--- config.mk ---
export PLATFORM = sky130hd
export DESIGN_NAME = spike_rate_decoder
export DESIGN_NICKNAME = d
export VERILOG_FILES = /design/src/rtl/spike_rate_decoder.sv
export SDC_FILE = /design/constraint.sdc
export NUM_CORES = 1
export LEC_CHECK = 0
export CAP_MARGIN = 20
export CORE_AREA = 2 2 90 92
export CTS_CLUSTER_DIAMETER = 60
export DETAILED_ROUTE_END_ITERATION = 6
export DIE_AREA = 0 0 92 94
export HOLD_SLACK_MARGIN = 0.03
export MAX_ROUTING_LAYER = met4
export SYNTH_ARGS = -nofsm -noshare
export SYNTH_HDL_FRONTEND = slang
export SYNTH_SLANG_ARGS = --single-unit
--- constraint.sdc ---
create_clock -name clk -period 4.5 [get_ports clk]
set_input_delay 0.675 -clock clk [delete_from_list [all_inputs] [get_ports clk]]
set_output_delay 0.675 -clock clk [all_outputs]
set_load 0.01 [all_outputs]
--- src/rtl/spike_rate_decoder.sv ---
// Spike-rate readout: counts n7/n8 spikes over a WINDOW-cycle decode window and reports counts plus a winner.
// Optional time-to-first-spike tracking and tie break is enabled by defining DECODER_TTFS_EN.
module spike_rate_decoder #(
   parameter int WINDOW = 40,
   parameter int CNT_W  = 6,
   parameter int IDX_W  = $clog2(WINDOW + 1)
) (
   input  logic             clk,
   input  logic             rst,
   input  logic             start,
   input  logic             n7,
   input  logic             n8,
   output logic             busy,
   output logic             valid,
   output logic [CNT_W-1:0] count7,
   output logic [CNT_W-1:0] count8,
   output logic [1:0]       winner
`ifdef DECODER_TTFS_EN
   ,
   output logic [IDX_W-1:0] first7,
   output logic [IDX_W-1:0] first8
`endif
);

   typedef enum logic [1:0] {
      S_IDLE   = 2'd0,
      S_COUNT  = 2'd1,
      S_REPORT = 2'd2
   } state_t;

   localparam logic [CNT_W-1:0] CNT_MAX  = '1;
   localparam logic [IDX_W-1:0] IDX_LAST = IDX_W'(WINDOW - 1);
   localparam logic [1:0]       W_NONE   = 2'b00;
   localparam logic [1:0]       W_N7     = 2'b01;
   localparam logic [1:0]       W_N8     = 2'b10;
   localparam logic [1:0]       W_TIE    = 2'b11;
`ifdef DECODER_TTFS_EN
   // Never a legal cycle index, so it doubles as "no spike seen yet".
   localparam logic [IDX_W-1:0] IDX_NONE = '1;
`endif

   state_t           state_q, state_d;
   logic [CNT_W-1:0] acc7_q, acc7_d, acc8_q, acc8_d;
   logic [IDX_W-1:0] idx_q, idx_d;
   logic [CNT_W-1:0] count7_q, count7_d, count8_q, count8_d;
   logic [1:0]       winner_q, winner_d;
`ifdef DECODER_TTFS_EN
   logic [IDX_W-1:0] trk7_q, trk7_d, trk8_q, trk8_d;
   logic [IDX_W-1:0] first7_q, first7_d, first8_q, first8_d;
`endif

   function automatic logic [CNT_W-1:0] sat_inc(input logic [CNT_W-1:0] c, input logic hit);
      if (hit && (c != CNT_MAX)) return c + CNT_W'(1);
      return c;
   endfunction

`ifdef DECODER_TTFS_EN
   function automatic logic [1:0] pick_winner(input logic [CNT_W-1:0] c7, input logic [CNT_W-1:0] c8,
                                              input logic [IDX_W-1:0] f7, input logic [IDX_W-1:0] f8);
      if ((c7 == '0) && (c8 == '0)) return W_NONE;
      if (c7 > c8) return W_N7;
      if (c8 > c7) return W_N8;
      if (f7 < f8) return W_N7;
      if (f8 < f7) return W_N8;
      return W_TIE;
   endfunction
`else
   function automatic logic [1:0] pick_winner(input logic [CNT_W-1:0] c7, input logic [CNT_W-1:0] c8);
      if ((c7 == '0) && (c8 == '0)) return W_NONE;
      if (c7 > c8) return W_N7;
      if (c8 > c7) return W_N8;
      return W_TIE;
   endfunction
`endif

   always_ff @(posedge clk or posedge rst) begin
      if (rst) state_q <= S_IDLE;
      else     state_q <= state_d;
   end

   always_comb begin
      state_d = state_q;
      unique case (state_q)
         S_IDLE:   if (start) state_d = S_COUNT;
         S_COUNT:  if (idx_q == IDX_LAST) state_d = S_REPORT;
         S_REPORT: state_d = start ? S_COUNT : S_IDLE;
         default:  state_d = S_IDLE;
      endcase
   end

   always_comb begin
      busy  = (state_q != S_IDLE);
      valid = (state_q == S_REPORT);
   end

   always_comb begin
      acc7_d   = acc7_q;
      acc8_d   = acc8_q;
      idx_d    = idx_q;
      count7_d = count7_q;
      count8_d = count8_q;
      winner_d = winner_q;
`ifdef DECODER_TTFS_EN
      trk7_d   = trk7_q;
      trk8_d   = trk8_q;
      first7_d = first7_q;
      first8_d = first8_q;
`endif
      if (state_q == S_COUNT) begin
         acc7_d = sat_inc(acc7_q, n7);
         acc8_d = sat_inc(acc8_q, n8);
         idx_d  = idx_q + IDX_W'(1);
`ifdef DECODER_TTFS_EN
         if (n7 && (trk7_q == IDX_NONE)) trk7_d = idx_q;
         if (n8 && (trk8_q == IDX_NONE)) trk8_d = idx_q;
`endif
         // Results include the sample taken on this final edge.
         if (idx_q == IDX_LAST) begin
            count7_d = acc7_d;
            count8_d = acc8_d;
`ifdef DECODER_TTFS_EN
            first7_d = trk7_d;
            first8_d = trk8_d;
            winner_d = pick_winner(acc7_d, acc8_d, trk7_d, trk8_d);
`else
            winner_d = pick_winner(acc7_d, acc8_d);
`endif
         end
      end else if (start) begin
         acc7_d = '0;
         acc8_d = '0;
         idx_d  = '0;
`ifdef DECODER_TTFS_EN
         trk7_d = IDX_NONE;
         trk8_d = IDX_NONE;
`endif
      end
   end

   always_ff @(posedge clk or posedge rst) begin
      if (rst) begin
         acc7_q   <= '0;
         acc8_q   <= '0;
         idx_q    <= '0;
         count7_q <= '0;
         count8_q <= '0;
         winner_q <= W_NONE;
`ifdef DECODER_TTFS_EN
         trk7_q   <= '0;
         trk8_q   <= '0;
         first7_q <= '0;
         first8_q <= '0;
`endif
      end else begin
         acc7_q   <= acc7_d;
         acc8_q   <= acc8_d;
         idx_q    <= idx_d;
         count7_q <= count7_d;
         count8_q <= count8_d;
         winner_q <= winner_d;
`ifdef DECODER_TTFS_EN
         trk7_q   <= trk7_d;
         trk8_q   <= trk8_d;
         first7_q <= first7_d;
         first8_q <= first8_d;
`endif
      end
   end

   assign count7 = count7_q;
   assign count8 = count8_q;
   assign winner = winner_q;
`ifdef DECODER_TTFS_EN
   assign first7 = first7_q;
   assign first8 = first8_q;
`endif

endmodule

==> results.sh, run 1 <==
export IMPL_rows=32
export IMPL_min_period_over_period=0.678
export IMPL_antenna_found_initial=0
export IMPL_setup_violations=0
export IMPL_synth_area_um2=1860
export IMPL_tightest_slew_ps=976
export IMPL_detail_route_antenna_nets=0
export IMPL_cts_hold_buf=0
export IMPL_drive_gt1_frac=0.0667
export IMPL_area_growth_pct=20.4
export IMPL_setup_tns_ps=0
export IMPL_die_area_um2=8650
export IMPL_critPathKind="in2reg"
export IMPL_yosys_area_top_type="dfrtp_1"
export IMPL_synth_top_area_frac=0.457
export IMPL_track_usage=0.107
export IMPL_initial_core_util=0.245
export IMPL_wirelength_um=4020
export IMPL_num_vias=1500
export IMPL_port_buffers=20
export IMPL_cp_start_kind="input port"
export IMPL_rsz0062_at_grt="no"
export IMPL_p_leak_nw=1.01
export IMPL_viasPerCell=4.59
export IMPL_ys_ff_latch=34
export IMPL_maxCapViolCount=0
export IMPL_powerDensity_nw_per_um2=520
export IMPL_status="finished, final reports clean"
export IMPL_syn_nets=219
export IMPL_post_cts_resized=0
export IMPL_antennaDiodeCount=0
export IMPL_synth_edf_count=0
export IMPL_synthTopCellsByArea="dfrtp_1 (46%), o21ai_0 (9.4%), ha_1 (6.1%), nand2_1 (4.8%), nand3_1 (4.6%)"
export IMPL_ys_seq_area_frac=0.457
export IMPL_synth_ff_type="dfrtp_1"
export IMPL_grt_pass1_wl_um=7190
export IMPL_utilization=0.294
export IMPL_hold_class="reg2reg"
export IMPL_endpoint_kind="flip-flop"
export IMPL_core_area_um2=7610
export IMPL_drt_first_pass_iters=4
export IMPL_peakVddDrop_uv=165
export IMPL_async_flop_share=1.00
export IMPL_syn_area_per_cell_um2=9.08
export IMPL_fillers=821
export IMPL_cts_clk_slew_worst_paths_ps=60
export IMPL_finalHoldViolCount=0
export IMPL_numCtsBuffers=5
export IMPL_layout_commonest_cell="o21ai_0"
export IMPL_ctsHtreeMaxLevel=2
export IMPL_max_slew_margin=0.349
export IMPL_drc=0
export IMPL_reg2reg_slack_ps=1780
export IMPL_timing_final_ws_setup_ps=1450
export IMPL_die_w_um=92
export IMPL_most_common_layout_cells="o21ai_0 (35), dfrtp_1 (34), nand2_1 (24), clkdlybuf4s50_1 (20), nand3_1 (17)"
export IMPL_cts_sinks=34
export IMPL_yosysWarnings=0
export IMPL_overflow=0
export IMPL_drtIter0Drc=87
export IMPL_clkLatencyLatePin_ps=280
export IMPL_ios=21
export IMPL_root_buffer="clkbuf_8"
export IMPL_dp_hpwl_um=2870
export IMPL_path_max_fanout=5
export IMPL_place_congestion=0.840
export IMPL_maxSlewViolCount=0
export IMPL_worstPathRequired_ps=4670
export IMPL_synth_cell_types=41
export IMPL_die_h_um=94
export IMPL_period_minus_slack_ps=3050
export IMPL_grt_pass1_vias=1469
export IMPL_wire_per_inst_um=12.3
export IMPL_tritoncts="built"
export IMPL_netlist_instances=205
export IMPL_post_place_ws_ps=1180
export IMPL_power_mw=1.16
export IMPL_post_cts_buffers=0
export IMPL_arrival_ps=3220
export IMPL_fin_nets=239
export IMPL_skew_ps=2.58
export IMPL_clockBufferDepth=2
export IMPL_max_freq_ghz=0.328
export IMPL_grt_max_degree=35
==> flip-flops by register name (all words and copies together) (netlist names) <==
| name | cells |
|---|---|
| count8 | 6 |
| idx_q | 6 |
| acc7_q | 6 |
| acc8_q | 6 |
| state_q | 2 |
| winner | 2 |
| count7 | 6 |
==> metrics by stage <==
stage,hold slack [ps],instances,cell area [um2]
after floorplan,457,205,1860
after global placement,468,320,2160
after detailed placement,472,320,2160
after CTS,488,327,2240
after global routing,519,327,2240
final,480,327,2240
==> cell families (layout without fill, tap and decap cells) <==
| logic type | after synthesis | in the layout | share of synthesized area |
|---|---|---|---|
| buffers and inverters | 20 | 40 | 0.0437 |
| AO/OA/AOI/OAI | 60 | 60 | 0.196 |
| XOR/XNOR | 2 | 2 | 0.00942 |
| multiplexers | 3 | 3 | 0.0161 |
| AND/OR/NAND/NOR | 77 | 77 | 0.217 |
| adder cells (fa/ha/maj) | 9 | 9 | 0.0605 |
| flip-flops | 34 | 34 | 0.457 |
==> cells in the mapped netlist (2+ instances only) <==
| cell | count |
|---|---|
| o21ai_0 | 35 |
| dfrtp_1 | 34 |
| nand2_1 | 24 |
| nand3_1 | 17 |
| inv_1 | 11 |
| ha_1 | 9 |
| nor2_1 | 8 |
| a21o_1 | 6 |
| clkbuf_1 | 6 |
| a21oi_1 | 5 |
| and3_1 | 5 |
| nand4_1 | 4 |
| and4_1 | 3 |
| mux2i_1 | 3 |
| o22ai_1 | 3 |
| buf_2 | 2 |
| nor2b_1 | 2 |
| nor3b_1 | 2 |
| o31ai_1 | 2 |
| or2_1 | 2 |
| xor2_1 | 2 |
==> path summary, 6_finish.rpt <==
| kind | start | endpoint | cells past startpoint |
|---|---|---|---|
| worst min-delay path | count8[2] | count8[2] | 2 |
| worst max-delay path | n8 | winner[1] | 12 |
| min in group asynchronous | rst | acc8_q[2] | 3 |
| worst max register to register | acc8_q[0] | winner[1] | 11 |
| worst min register to register | count8[2] | count8[2] | 2 |
| max in group asynchronous | rst | acc8_q[5] | 3 |
==> final cells by class <==
type | instances | area, um2 | share of cell area
flip-flops and latches | 34 | 851 | 0.380
clock buffers | 7 | 76.3 | 0.0341
repair buffers | 22 | 215 | 0.0961
multi-input cells | 151 | 928 | 0.415
inverters | 11 | 41.3 | 0.0184
well taps | 102 | 128 | 0.0570
==> power by group <==
| part | total (mW) | leakage [nW] | switching, mW | internal, mW |
|---|---|---|---|---|
| registers | 0.495 | 0.423 | 0.0878 | 0.407 |
| clock network | 0.210 | 0.0383 | 0.103 | 0.106 |
| logic | 0.459 | 0.544 | 0.228 | 0.231 |
==> critical path, cell delays in order <==
cell and delay [ps]:
clkdlybuf4s50_1 590, and4_1 280, nand2_1 80, or2_1 230
o22ai_1 220, inv_1 70, ha_1 280, and4_1 190
a221oi_1 340, nor2_1 70, a21oi_1 120, nor2_1 60
==> layer usage <==
metal	track usage	share of wire	vias up
met5	-	0	-
met4	0.0299	0.0060	0
met3	0.0265	0.025	4
met2	0.164	0.45	17
met1	0.142	0.51	705
li1	-	-	774
Note: power is estimated with default switching activity, not from simulation.
==> run 2, diff against run 1 <==
Clock period 4.5 ns to 2.7 ns, I/O delays scaled along.
==> run 2 against run 1 <==
First-iteration DRC count fell by 14%. Hold slack about the same. Clock skew rose by 2.7 ps. Global-route usage is 0.24 points higher. Power is 79% higher. Via count grew 3.5%. Count of clock-buffer cells in the layout decreased by 1. Register-to-register slack worse by 1500 ps. Sequential share of layout area decreased by 2.0 points. Flip-flop and latch count is the same. Sequential power up 65%.
==> results.sh, run 2 (synthesized netlist as in run 1, its figures left out) <==
export IMPL_place_congestion=0.855
export IMPL_antenna_found_initial=0
export IMPL_min_period_over_period=0.915
export IMPL_peakVddDrop_uv=262
export IMPL_wire_per_inst_um=12.4
export IMPL_die_w_um=92
export IMPL_timing_rr_end="winner[0]"
export IMPL_die_area_um2=8650
export IMPL_root_buffer="clkbuf_8"
export IMPL_core_area_um2=7610
export IMPL_fillers=841
export IMPL_ios=21
export IMPL_critPathCapture="winner[0]"
export IMPL_max_slew_margin=0.358
export IMPL_p_leak_nw=1.08
export IMPL_maxSlewViolCount=0
export IMPL_max_freq_ghz=0.405
export IMPL_maxCapViolCount=0
export IMPL_antennaDiodeCount=0
export IMPL_powerDensity_nw_per_um2=882
export IMPL_rsz0062_at_grt="no"
export IMPL_status="finished, final reports clean"
export IMPL_clkLatencyLatePin_ps=280
export IMPL_reg2reg_slack_ps=240
export IMPL_place_area_um2=2280
export IMPL_num_vias=1552
export IMPL_worstPathRequired_ps=2860
export IMPL_finalHoldViolCount=0
export IMPL_clockBufferDepth=2
export IMPL_cts_hold_buf=0
export IMPL_timing_final_ws_setup_ps=229
export IMPL_multiInputGateArea_um2=935
export IMPL_crit_start="n8"
export IMPL_cp_start_kind="input port"
export IMPL_tightest_slew_ps=963
export IMPL_most_common_layout_cells="o21ai_0 (35), dfrtp_1 (34), nand2_1 (24), clkdlybuf4s50_1 (19)"
export IMPL_numCtsBuffers=5
export IMPL_path_max_fanout=5
export IMPL_detail_route_antenna_nets=0
export IMPL_cts_clk_slew_worst_paths_ps=70
export IMPL_critPathKind="in2reg"
export IMPL_wirelength_um=4240
export IMPL_overflow=0
export IMPL_drt_first_pass_iters=4
export IMPL_arrival_ps=2630
export IMPL_viasPerCell=4.55
export IMPL_endpoint_kind="flip-flop"
export IMPL_r2r_start="acc8_q[0]"
export IMPL_stdcell_area_um2=2360
export IMPL_grt_pass1_vias=1534
export IMPL_hold_class="reg2reg"
export IMPL_post_place_ws_ps=-328
export IMPL_die_h_um=94
export IMPL_grt_max_degree=35
export IMPL_drc=0
export IMPL_grt_pass1_wl_um=7330
export IMPL_tritoncts="built"
export IMPL_r2r_cells=11
export IMPL_layout_commonest_cell="o21ai_0"
export IMPL_drtIter0Drc=75
export IMPL_track_usage=0.109
export IMPL_skew_ps=5.27
export IMPL_rows=32
export IMPL_setup_violations=0
export IMPL_port_buffers=20
export IMPL_regArea_um2=851
export IMPL_fin_nets=254
export IMPL_drive_gt1_frac=0.134
export IMPL_cts_sinks=34
export IMPL_period_minus_slack_ps=2470
export IMPL_initial_core_util=0.245
export IMPL_area_growth_pct=27.0
export IMPL_dp_hpwl_um=3070
export IMPL_ctsHtreeMaxLevel=2
[run 2: cell count changes in the layout (fill, tap and decap cells not counted)]
cell / previous run / this run
clkbuf_8: 5 / 6
buf_4: 2 / 17
dlygate4sd2_1: 0 / 1
a221oi_2: 0 / 1
clkdlybuf4s50_1: 20 / 19
clkbuf_1: 2 / 0
a221oi_1: 1 / 0
[run 2: repair_timing]
item / CTS / global route
setup buffers: 0 / 0
gates resized for setup: 2 / 0
endpoints found under the setup margin: 2 / 0
[run 2: power breakdown]
part | leakage [nW] | switching (mW) | internal, mW | total (mW)
clock | 0.0431 | 0.175 | 0.197 | 0.372
sequential | 0.423 | 0.136 | 0.679 | 0.815
combinational | 0.615 | 0.423 | 0.476 | 0.899
[run 2: worst max-delay path, cell delays in order]
cell           delay (ps)
dlygate4sd2_1         320
and4_1                280
nand2_1                90
or2_1                 230
o22ai_1               200
inv_1                  80
ha_1                  300
and4_1                210
buf_4                 130
a311oi_1              310
nor3_2                 80
[run 2: per-stage QoR]
stage / hold WS [ps] / total power [mW] / TNS (ps) / cells / util
final: 480 / 2.09 / 0 / 341 / 0.311
after global routing: 518 / 2.27 / 0 / 341 / 0.311
after CTS: 490 / 2.12 / 0 / 341 / 0.311
after detailed placement: 474 / 1.71 / -651 / 335 / 0.299
after global placement: 464 / 1.70 / -470 / 335 / 0.299
after floorplan: 457 / 1.27 / 0 / 205 / -
[run 2: layout make-up]
type                            count  share of cell area
Multi-Input combinational cell    151               0.395
Sequential cell                    34               0.360
Timing Repair Buffer               37               0.138
Tap cell                          102              0.0540
Clock buffer                        6              0.0349
Inverter                           11              0.0175
[run 2: worst min path at each step]
stage | startpoint | endpoint | slack, ps | cells after the start
after floorplan | idx_q[2] | idx_q[2] | 460 | 1
after global placement | count8[3] | count8[3] | 460 | 2
after detailed placement | count8[3] | count8[3] | 470 | 2
after CTS | count8[3] | count8[3] | 490 | 2
after global routing | count8[4] | count8[4] | 520 | 2
final | count8[3] | count8[3] | 480 | 2
[run 2: per-layer routing]
| layer | part of all wire | track usage | vias up |
|---|---|---|---|
| li1 | - | - | 799 |
| met4 | 0.0019 | 0.0224 | 0 |
| met2 | 0.47 | 0.183 | 24 |
| met5 | 0 | - | - |
| met3 | 0.033 | 0.0265 | 2 |
| met1 | 0.49 | 0.136 | 727 |
==> edit 1, RTL diff (settings of run 2) <==
Build with the macro `DECODER_TTFS_EN` defined.
--- a/src/rtl/spike_rate_decoder.sv
+++ b/src/rtl/spike_rate_decoder.sv
@@ -2,2 +2,4 @@
 // Optional time-to-first-spike tracking and tie break is enabled by defining DECODER_TTFS_EN.
+`define DECODER_TTFS_EN
+
 module spike_rate_decoder #(
Behaviour (old outputs only; new: first7 and first8): same outputs for any inputs over 10 cycles, from zero or initial values and one cycle with rst high; that may be too few to reach the edited logic, so the function may still have changed.
==> edit 1 against run 2 <==
Hold slack worse by 160 ps; synthesized cell count is 63% higher; total power is 82% higher; sequential cell count is 24 higher; routed wire length is 75% higher; critical path depth is 1 higher; clock power is 130% higher; critical path type unchanged; design area is 67% higher; worst setup slack worse by 19 ps; area after synthesis is 64% higher.
==> edit 1: results (changes against run 2) <==
* Outcome: finished, final reports clean (unchanged)
* Met3 Resource Use GR at 5.859% (was 2.648%)
* Placed inst area at 0.003714 mm2 (was 0.002276 mm2)
* Tot GR Track Use at 19.80% (was 10.94%)
* Final WL at 7394 um (was 4235 um)
* Synthesized area per cell at 9.109 um2 (was 9.076 um2)
* Largest net degree at the start of global routing at 38 (was 35)
* Reg2reg start: acc7_q[0] (was acc8_q[0])
* VDD IR max at 0.4761 mV (was 0.2616 mV)
* Fill cells at 740 (was 841)
* Ys flop type: dfrtp_1 (unchanged)
* M2 GR Usage at 31.50% (was 18.26%)
* Post-synth cell types at 47 (was 41)
* Ranking of synthesized cells by area: dfrtp_1 (48%), o21ai_0 (7.7%), nand2_1 (6.8%), ha_1 (6.2%), o21ai_1 (3.6%) (was dfrtp_1 (46%), o21ai_0 (9.4%), ha_1 (6.1%), nand2_1 (4.8%), nand3_1 (4.6%))
* Area grow syn2layout at 29.52% (was 27.03%)
* Critical Path AT at 2710 ps (was 2630 ps)
* Fin nets at 421 (was 254)
* Wire per inst at 14.58 um (was 12.42 um)
* Worst r2r dst: winner[1] (was winner[0])
* Layout cell share with drive strength beyond 1 at 18.27% (was 13.39%)
* Total number of vias at 2609 (was 1552)
* Crit-path max FO at 4 (was 5)
* Hold crit path type: in2async (was reg2reg)
* Hold Slack at 319.2 ps (was 479.6 ps)
* CTS buffer count at 9 (was 5)
* RePlAce Congestion at 0.8560 (was 0.8554)
* Post-Syn Nets at 355 (was 219)
* Initial antenna violation count at 0 (unchanged)
* Vias in the first global route at 2563 (was 1534)
* Synth top cells by count: dfrtp_1 (58), nand2_1 (55), o21ai_0 (47) (was o21ai_0 (35), dfrtp_1 (34), nand2_1 (24))
* First-pass GRT wire length at 12680 um (was 7327 um)
* Port buffer count at 32 (was 20)
* Register area share after synthesis at 47.56% (was 45.73%)
* DRT iter0 DRCs at 84 (was 75)
* Global Route met1 Usage at 23.86% (was 13.62%)
* YS warnings at 0 (unchanged)
* Clk_lat worst skew at 350 ps (was 280 ps)
* Dpl hpwl at 5395 um (was 3065 um)
* Cell leakage power at 1.767 nW (was 1.081 nW)
==> edit 1: changes by cell type in the layout (fill, tap and decap cells not counted), sizes merged, moves of 7 or more <==
cell,before,now
clkbuf,6,13
buf,17,41
o21ai,37,71
nand2,24,55
clkdlybuf4s50,19,32
dfrtp,34,58
inv,11,18
==> edit 1: critical path, stage by stage <==
cell and delay (ps):
clkdlybuf4s50_1 520, buf_4 150, nand3_1 110, nor4_1 400, nor2_2 100, inv_1 70
ha_1 230, nand4_1 160, a21oi_1 70, o31ai_2 250, a22o_1 210, a21oi_2 40
==> edit 1: worst max path at each step <==
stage                         start        end  slack, ps  depth (start not counted)
after CTS                        n8  winner[1]        100                         11
after global routing      acc7_q[0]  winner[1]          4                         10
final                            n7  winner[1]        210                         12
after detailed placement         n8  winner[1]       -280                         11
after global placement           n8  winner[1]       -160                         11
after floorplan           acc8_q[0]  winner[1]        410                         11
==> edit 1: cell families after synthesis <==
family / share of synthesized area (%)
simple gates: 17.75
compound gates: 18.74
flops: 47.56
buf+inv: 5.494
fa+ha+maj: 6.150
mux: 3.444
xor+xnor: 0.8612
==> edit 1: per-stage QoR <==
step	setup TNS, ps	worst slack (ps)
3_5_place_dp	-493.3	-275.5
6_report	0	210.1
5_1_grt	0	3.646
3_3_place_gp	-257.8	-155.9
2_1_floorplan	0	411.2
4_1_cts	0	98.31
==> edit 1: area by class of cell <==
cell class,count,area share [%]
Inverter,19,1.931
Timing Repair Buffer,73,16.21
Tap cell,102,3.229
Sequential cell,58,36.72
Multi-Input combinational cell,240,36.75
Clock inverter,2,0.8864
Clock buffer,13,4.274
==> edit 1: power by group <==
part	switching, mW	internal (mW)
registers	0.243	1.12
clock network	0.343	0.495
logic	0.782	0.821
==> edit 1: layer usage <==
layer | part of all wire (%) | vias to the layer above
met3 | 4.1 | 17
li1 | - | 1319
met1 | 45 | 1221
met5 | 0 | -
met4 | 2.6 | 0
met2 | 48 | 52
==> edit 1: repair_timing <==
| item | 4_1_cts | 5_1_grt |
|---|---|---|
| gates resized for setup | 0 | 14 |
| buffers inserted | 0 | 2 |
| endpoints found under the setup margin | 0 | 2 |
==> edit 2, RTL diff (config.mk and constraints of run 2) <==
Without the edit above. Register the output `count7` once more, cleared by the reset; this adds one clock of latency there. The other outputs are not delayed to match.
--- a/src/rtl/spike_rate_decoder.sv
+++ b/src/rtl/spike_rate_decoder.sv
@@ -169,3 +169,9 @@
 
-   assign count7 = count7_q;
+   always_ff @(posedge clk or posedge rst) begin
+      if (rst) begin
+         count7 <= '0;
+      end else begin
+         count7 <= count7_q;
+      end
+   end
    assign count8 = count8_q;
Check against the original RTL: no difference found for any inputs over 10 cycles, from zero or initial values and one cycle with rst high; that may be too few to reach the edited logic, so the function may still have changed.
==> edit 2 against run 2 <==
Area after synthesis is 14% higher; clock power is 33% higher; routed wire length is 9.8% higher; sequential cell count is 6 higher; total power is 15% higher; largest power group is now registers; design area is 13% higher; global-route usage is 1.4 points higher; utilization is 4.2 points higher; worst setup slack better by 12 ps; sequential power is 17% higher.
==> edit 2: results (changes against run 2) <==
* Outcome: finished, final reports clean (unchanged)
* Synth Area in Adders at 5.288% (was 6.052%)
* Resized Gates After CTS at 0 (was 2)
* Worst setup path endpoint: winner[1] (was winner[0])
* Post-synthesis xor/xnor area fraction at 1.645% (was 0.9415%)
* Dpl hpwl at 3386 um (was 3065 um)
* Synth top cells by count: dfrtp_1 (40), nand2_1 (31), o21ai_0 (21) (was o21ai_0 (35), dfrtp_1 (34), nand2_1 (24))
* Global Route met1 Usage at 16.68% (was 13.62%)
* Layout cell share with drive strength beyond 1 at 14.39% (was 13.39%)
* Slowest stage delay, CP at 430 ps (was 320 ps)
* M2 GR Usage at 18.69% (was 18.26%)
* Wire per inst at 12.70 um (was 12.42 um)
* Synthesized area per cell at 9.381 um2 (was 9.076 um2)
* Cell leakage power at 1.181 nW (was 1.081 nW)
* WS Path Type: reg2reg (was in2reg)
* Post-synthesis mux area share at 2.409% (was 1.614%)
* Tot GR Track Use at 12.32% (was 10.94%)
* Delay-heaviest family, CP: compound AO/OA/AOI/OAI gates (was simple AND/OR/NAND/NOR gates)
* Period utilization at 91.06% (was 91.52%)
* RePlAce Congestion at 0.8534 (was 0.8554)
* Crit-path max FO at 6 (was 5)
* WL met3 at 156 um (was 141 um)
* HP Start: count7_q[4] (was count8[3])
* Post-Place Setup Slack at -49.87 ps (was -328.1 ps)
* Dpl cells at 358 (was 335)
* WHS Path Cells at 0 (was 2)
* Post-Syn Nets at 241 (was 219)
* Slowest cell on the critical path: dfrtp_1 (was dlygate4sd2_1)
* WHS Endpoint: count7[4] (was count8[3])
* Clock Skew at 6.097 ps (was 5.269 ps)
* Worst r2r dst: winner[1] (was winner[0])
* Hold Slack at 375.1 ps (was 479.6 ps)
* Synth Area in Compound Gates at 18.92% (was 19.57%)
-- edit 2: cell count changes in the layout (fill, tap and decap cells not counted), moves of 3 or more --
cell / run 2 / this run
buf_4: 17 / 23
o21ai_1: 0 / 15
nand4b_1: 0 / 3
dfrtp_1: 34 / 40
nand3_1: 17 / 20
inv_1: 11 / 8
nand2_1: 24 / 31
and3_1: 5 / 2
o21ai_0: 35 / 21
a21o_1: 6 / 3
-- edit 2: power by group --
group          internal [mW]  total [mW]  switching [mW]
combinational          0.498       0.945           0.447
clock                  0.278       0.495           0.217
sequential             0.802       0.956           0.155
-- edit 2: cell type report --
cell class | instances | area, um2 | share of cell area [%]
clock buffer | 5 | 68.82 | 2.566
clock inverter | 3 | 46.29 | 1.727
inverter | 9 | 46.29 | 1.727
multi-input combinational | 164 | 1018 | 37.98
sequential | 40 | 1001 | 37.33
tap | 102 | 127.6 | 4.760
timing repair buffer | 43 | 372.9 | 13.91
